## config.mk

```make
export PLATFORM = sky130hd
export DESIGN_NAME = regfile_sb
export DESIGN_NICKNAME = d
export VERILOG_FILES = /design/src/rtl/regfile_sb.sv
export SDC_FILE = /design/constraint.sdc
export NUM_CORES = 2
export LEC_CHECK = 0
export CORE_ASPECT_RATIO = 1.75
export CORE_MARGIN = 2
export CORE_UTILIZATION = 50
export DETAILED_ROUTE_END_ITERATION = 7
export PLACE_DENSITY = 0.66
export SETUP_SLACK_MARGIN = 0.2
export SYNTH_ARGS = -nofsm -noshare
export SYNTH_HDL_FRONTEND = slang
export SYNTH_SLANG_ARGS = --single-unit
```

## constraint.sdc

```tcl
create_clock -name clk -period 6.5 [get_ports clk]
set_input_delay 1.625 -clock clk [delete_from_list [all_inputs] [get_ports clk]]
set_output_delay 1.625 -clock clk [all_outputs]
set_load 0.05 [all_outputs]
```

## src/rtl/regfile_sb.sv

```systemverilog
// Multi-port register file with same-cycle write-through bypass, optional hardwired
// zero register, asynchronous clear and a per-register busy scoreboard.
module regfile_sb #(
   parameter int DATA_W   = 32,
   parameter int ADDR_W   = 5,
   parameter int NRD      = 2,
   parameter int ZERO_REG = 1
) (
   input  logic                  clk,
   input  logic                  rstd,
   input  logic [NRD*ADDR_W-1:0] r_addr,
   output logic [NRD*DATA_W-1:0] r_data,
   output logic [NRD-1:0]        r_busy,
   input  logic                  we0,
   input  logic                  we1,
   input  logic [ADDR_W-1:0]     w_addr0,
   input  logic [ADDR_W-1:0]     w_addr1,
   input  logic [DATA_W-1:0]     w_data0,
   input  logic [DATA_W-1:0]     w_data1,
   input  logic                  rsv_en,
   input  logic [ADDR_W-1:0]     rsv_addr,
   output logic [ADDR_W:0]       pend_cnt
);

   localparam int DEPTH = 1 << ADDR_W;

   logic [DATA_W-1:0] mem_reg [DEPTH];
   logic [DEPTH-1:0]  busy_reg;
   logic [DEPTH-1:0]  busy_next;
   logic [ADDR_W:0]   pend_cnt_reg;
   logic [ADDR_W:0]   pend_cnt_next;
   logic              wr0_ok;
   logic              wr1_ok;

   // Writes aimed at a hardwired zero register are dropped before reaching storage.
   assign wr0_ok = we0 && !(ZERO_REG != 0 && w_addr0 == '0);
   assign wr1_ok = we1 && !(ZERO_REG != 0 && w_addr1 == '0);

   // Reserve beats release, so a register re-issued in its writeback cycle stays busy.
   always_comb begin
      busy_next     = busy_reg;
      pend_cnt_next = '0;
      for (int j = 0; j < DEPTH; j++) begin
         if ((we0 && w_addr0 == ADDR_W'(j)) || (we1 && w_addr1 == ADDR_W'(j)))
            busy_next[j] = 1'b0;
         if (rsv_en && rsv_addr == ADDR_W'(j))
            busy_next[j] = 1'b1;
         if (ZERO_REG != 0 && j == 0)
            busy_next[j] = 1'b0;
         pend_cnt_next = pend_cnt_next + (ADDR_W + 1)'(busy_next[j]);
      end
   end

   always_ff @(posedge clk or negedge rstd) begin
      if (!rstd) begin
         for (int j = 0; j < DEPTH; j++)
            mem_reg[j] <= '0;
         busy_reg     <= '0;
         pend_cnt_reg <= '0;
      end else begin
         if (wr0_ok)
            mem_reg[w_addr0] <= w_data0;
         if (wr1_ok)
            mem_reg[w_addr1] <= w_data1;
         busy_reg     <= busy_next;
         pend_cnt_reg <= pend_cnt_next;
      end
   end

   assign pend_cnt = pend_cnt_reg;

   generate
      for (genvar gi = 0; gi < NRD; gi++) begin : g_rd
         logic [ADDR_W-1:0] addr;
         logic [DATA_W-1:0] data;
         logic              busy;

         assign addr = r_addr[gi*ADDR_W +: ADDR_W];

         always_comb begin
            data = mem_reg[addr];
            busy = busy_next[addr];
            if (!rstd) begin
               data = '0;
               busy = 1'b0;
            end else if (ZERO_REG != 0 && addr == '0) begin
               data = '0;
               busy = 1'b0;
            end else if (we1 && w_addr1 == addr) begin
               data = w_data1;
            end else if (we0 && w_addr0 == addr) begin
               data = w_data0;
            end
         end

         assign r_data[gi*DATA_W +: DATA_W] = data;
         assign r_busy[gi]                  = busy;
      end
   endgenerate

endmodule

```

=== After elaboration in Yosys (flattened, before gate mapping) ===
Index checks and enable logic that the tools add are counted.

* Bits in registers: 1061
* Output and inout bits: 72
* ROM bits: 0
* Memory bits (writable): 0
* Memories kept: 0
* Latch bits: 0

* Multiplexer cells: 92
* Shift-type cells: 0
* Divide/modulo/power cells: 0
* Reductions and logical operators: 138
* $lt $le $gt $ge: 8
* $add $sub $neg: 30
* Bitwise logic cells: 4
* Equality and inequality tests: 97
* Multipliers: 0

{| class="wikitable"
|+ Operators with widths
! operator !! number
|-
| $bwmux W1024 || 2
|-
| $mux W1024 || 2
|-
| $mux W32 || 14
|-
| $bmux W32 S5 || 2
|-
| $demux W32 S5 || 2
|-
| $eq A5 B5 Y1 const B || 48
|-
| $add A6 B1 Y6 || 25
|-
| $eq A5 B4 Y1 const B || 24
|-
| $logic_and A1 B1 Y1 || 101
|-
| $mux W1 || 68
|-
| $eq A5 B3 Y1 const B || 12
|-
| $logic_or A1 B1 Y1 || 31
|-
| $eq A5 B2 Y1 const B || 6
|-
| $ge A6 B6 Y1 const B || 4
|-
| $not A5 Y6 || 4
|-
| $eq A5 B5 Y1 || 4
|-
| $logic_not A5 Y1 || 4
|-
| $eq A5 B1 Y1 const B || 3
|-
| $lt A5 B6 Y1 const B || 2
|-
| $lt A6 B1 Y1 const B || 2
|-
| $bmux W1 S5 || 2
|-
| $add A5 B1 Y6 || 1
|-
| $add A4 B1 Y5 || 1
|-
| $add A3 B1 Y4 || 1
|-
| 3 further kinds || 4
|}

=== Logic depth before layout (Yosys ltp) ===
* Depth in word-level cells: 35
* Depth in mapped cells: 20
* Depth with buffers taken out: 18

=== Worst setup path after synthesis ===
No wires, ideal clock.

* Path type: input -> register
* Start: in w_addr0[3]
* End: reg pend_cnt_reg[4], in the netlist pend_cnt[4]
* Required time: 6.420 ns
* Arrival time: 6.977 ns
* Slack: -0.557 ns
* Stages on the path: 18
* Path through: buf_2 > buf_2 > nand4b_1 > nor2_1 > o21ai_0 > fa_1 > fa_1 > fa_1 > fa_1 > fa_1 > fa_1 > inv_1 > fa_1 > inv_1 > fa_1 > a21o_1 > a21oi_1 > xnor2_1

{| class="wikitable"
|+ RTL lines
! item !! line !! RTL
|-
| from (decl) || 16 || <nowiki>input logic [ADDR_W-1:0] w_addr0,</nowiki>
|-
| $eq A5 B5 Y1 || 44 || <nowiki>if ((we0 && w_addr0 == ADDR_W'(j)) || (we1 && w_addr1 == ADDR_W'(j)))</nowiki>
|-
| $logic_and A1 B1 Y1 || 44 ||
|-
| $logic_or A1 B1 Y1 || 44 ||
|-
| $mux W1 || 44 ||
|-
| $mux W1 || 46 || <nowiki>if (rsv_en && rsv_addr == ADDR_W'(j))</nowiki>
|-
| named net busy_next[22] || 29 || <nowiki>logic [DEPTH-1:0] busy_next;</nowiki>
|-
| $add A6 B1 Y6 (10 in series) || 50 || <nowiki>pend_cnt_next = pend_cnt_next + (ADDR_W + 1)'(busy_next[j]);</nowiki>
|-
| named net pend_cnt_next[4] || 31 || <nowiki>logic [ADDR_W:0] pend_cnt_next;</nowiki>
|-
| to (signal assigned) || 66 || <nowiki>pend_cnt_reg <= pend_cnt_next;</nowiki>
|-
| to (decl) || 30 || <nowiki>logic [ADDR_W:0] pend_cnt_reg;</nowiki>
|}

The timed path passes the listed nets, and every way through them passes these cells.

=== Final worst setup path ===
* Start: in w_addr1[3]
* End: reg pend_cnt_reg[4], in the netlist pend_cnt[4]

{| class="wikitable"
|+ RTL lines
! item !! line !! RTL
|-
| from (decl) || 17 || <nowiki>input logic [ADDR_W-1:0] w_addr1,</nowiki>
|-
| $eq A5 B5 Y1 || 44 ||
|-
| $logic_and A1 B1 Y1 || 44 ||
|-
| $logic_or A1 B1 Y1 || 44 ||
|-
| $mux W1 || 44 ||
|-
| $mux W1 || 46 ||
|-
| named net busy_next[16] || 29 ||
|-
| $add A6 B1 Y6 (16 in series) || 50 ||
|-
| named net pend_cnt_next[4] || 31 ||
|}

The timed path passes the listed nets, and every way through them passes these cells.

==> impl_metrics.ini <==
[sta]
grt_setup_unrepaired = yes
hold_ws_ns = 0.399
final_hold_viol_count = 0
max_freq_mhz = 160
period_needed_ns = 6.24
max-slew-margin-rel_pct = -2.36
worst_clock_skew_ns = 0.00937
setup_tns_ns = 0
worst_pin_slew_ns = 1.53
finalSetupViolCount = 0
slew_viol_final = 5
period_share_pct = 96.0

[cts]
h-tree-depth = 3
cts_hold_buf = 0
cts_tree = done
clk_path_buf_depth = 3
clk_latency_ns = 0.74
clk_pin_slew_worst_paths_ns = 0.06
cts_buffers = 100
cts-root-buf = clkbuf_16
cts.sinks = 1061

[power_and_ir_drop]
p_seq_share_pct = 39.5
ir_drop_mv = 0.424
p_int_uw = 16500
p_comb_share_pct = 35.1
p_switching_uw = 8180
powerDensity_nw_per_um2 = 322
cellLeakagePower_uw = 0.0338
p_sw_share_pct = 33.2
pwr-share-clk_pct = 25.4

[synthesis]
synth_area_leaders = dfrtp_1 (39%), mux4_2 (21%), mux2i_1 (14%)
synthArstFlopShare_pct = 100
synth.avg_cell_area_um2 = 11.0
synth_edf_count = 0
yosys.area_share.simple_pct = 7.62
synthMuxAreaShare_pct = 35.7
yosysWarnings = 0
ys_types = 69
netlist.area_leader.share_pct = 39.3
ys_seq_area_share_pct = 39.3
ys.flop_type = dfrtp_1
synth_cells = 6160
synth-compound-area-share_pct = 11.1
synth_area_um2 = 67500
synth_xor_area_share_pct = 0.298
synth_area_leader_cell = dfrtp_1
syn-num-nets = 6284
synth_top_family_by_area = multiplexers
synth_fa_ha_area_share_pct = 0.812
ys_seq_elements = 1061

[global_routing]
grt_util_all_layers_pct = 40.3
grt_antenna_before_repair = 7
grt_pass1_wl_um = 397000
grt_pass1_vias = 54500
grt_max_degree = 184
overflow = 0

[setup_path]
crit_type = in -> reg
rrSetupSlack_ns = 1.52
rr_endpoint = pend_cnt[4]
start_kind = input pin
cp_max_fo = 5
r2r_cells = 16
end_kind = flip-flop
r2r-start = busy_reg[24]
critPathArrivalTime_ns = 6.91
cp_data_required_time_ns = 7.16
critPathLaunch = w_addr1[3]

[detailed_routing]
vias = 55200
met3WireLength_um = 34300
met1_length_um = 93300
via_per_inst = 6.95
wl_met2_um = 122000
drt_iter0_drc = 7493
top_layer = met5
drc = 0
dr.pass1.iters = 6
drtAntennaViolNets = 0
wl_per_cell_um = 34.8
wl_um = 277000

[job]
maxCapViolCount = 1

[placed_design]
post-dp-hpwl_um = 158000
io_buffers = 165
detailed_place.area_um2 = 72900
gp_congestion = 0.946

[floorplanning]
dieWidth_um = 282
initial_core_util_pct = 50.3
die_h_um = 490
rows = 178
die-area_um2 = 138000
pin_count = 166
core-area_um2 = 134000

[hold_path]
hold_end = mem_reg[1006]
worstHoldStart = mem_reg[1006]
hold_class = reg -> reg
hold_path_depth = 0

[final_layout]
final_net_count = 6185
multiInputGateArea_um2 = 38200
fill_cells = 11100
syn_to_final_growth_pct = 13.3
seqCellArea_um2 = 26600
drive_above_1_share_pct = 23.2
final_area_um2 = 76500
largest_reg_flops = 1024

[status]
failed_checks = max-capacitance violations, max-slew violations
status = complete, but fails checks
[how the worst max path moves through the flow]
stage	end	slack, ns	cells past startpoint
CTS	pend_cnt[4]	0.07	18
finish	pend_cnt[4]	0.26	19
floorplan	pend_cnt[4]	-0.18	19
global placement	pend_cnt[4]	-0.77	18
global route	pend_cnt[4]	0.13	19
detailed placement	pend_cnt[4]	-0.89	18
[stage by stage]
step	total power, µW	utilization (%)	worst slack (ns)	std cells
after floorplan	15600	-	-0.183	6160
after detailed placement	18400	54.3	-0.886	7739
after CTS	24600	56.9	0.0731	7930
after global routing	25800	56.9	0.126	7939
final	24600	56.9	0.257	7940
after global placement	18100	54.3	-0.771	7739
[power by group through the flow]
stage	Sequential, µW	Combinational, µW	Clock [µW]
finish	9720	8650	6270
global route	9930	9360	6530
CTS	9690	8640	6260
detailed placement	9780	8630	0
global placement	9630	8440	0
floorplan	9350	6240	0
[metal layers]
layer | up-vias | track usage, %
met3 | 1265 | 10.9
li1 | 22400 | -
met2 | 4257 | 59.7
met4 | 10 | 30.6
met5 | - | 0.499
met1 | 27200 | 50.4
[kinds of logic after synthesis]
logic type,after synthesis
AND/OR/NAND/NOR,1272
adder cells (fa/ha/maj),30
AO/OA/AOI/OAI,1354
buffers and inverters,816
multiplexers,1604
XOR/XNOR,23
flip-flops,1061
[placed cells by master (no fill, tap or decap), types with 103 or more instances in the layout]
master,count
a21oi_1,800
buf_12,110
buf_4,372
clkbuf_16,103
dfrtp_1,1061
mux2i_1,961
mux4_2,642
nand2_1,322
nor2_1,781
o21ai_0,313
[repair_timing]
action / CTS / global route
endpoints found under the setup margin: 18 / 7
gates resized for setup: 40 / 28
setup buffers: 10 / 7
cloned: 2 / 1
pin swaps: 19 / 19
[cell type report]
| cell class | instances | area share, % |
|---|---|---|
| multi-input cells | 4284 | 49.9 |
| flip-flops and latches | 1061 | 34.7 |
| repair buffers | 585 | 7.89 |
| clock buffers | 142 | 3.77 |
| well taps | 1800 | 2.95 |
| clock inverters | 37 | 0.609 |
| inverters | 29 | 0.142 |
| diodes | 2 | 0.00654 |
[cell usage after synthesis, types with 6 or more instances]
cell type / instances
buf_1: 95
mux4_2: 642
a32o_1: 14
nor2b_1: 12
a21o_1: 69
clkbuf_1: 508
buf_2: 109
a21oi_1: 801
a32oi_1: 81
xor2_1: 18
dfrtp_1: 1061
o21ai_0: 317
nor3_1: 6
ha_1: 7
o22ai_1: 10
and4b_1: 6
fa_1: 23
mux2i_1: 961
nand4b_1: 11
nor2_1: 807
nor4bb_1: 7
buf_6: 19
buf_4: 35
nand2_1: 362
a31oi_1: 29
nand2b_1: 10
inv_1: 28
clkbuf_2: 21
nand3_1: 11
[worst max-delay path: stages]
cell and delay, ns:
dlygate4sd2_1 0.24, buf_6 0.14, nor4bb_4 0.28, buf_4 0.18
nand2_1 0.05, a32o_2 0.30, fa_1 0.53, fa_1 0.45
fa_1 0.57, fa_2 0.45, fa_1 0.57, fa_1 0.44
inv_2 0.07, fa_2 0.19, inv_2 0.05, fa_2 0.34
a21o_1 0.17, a21oi_2 0.13, xnor2_1 0.12
(Power assumes the default switching activity.)
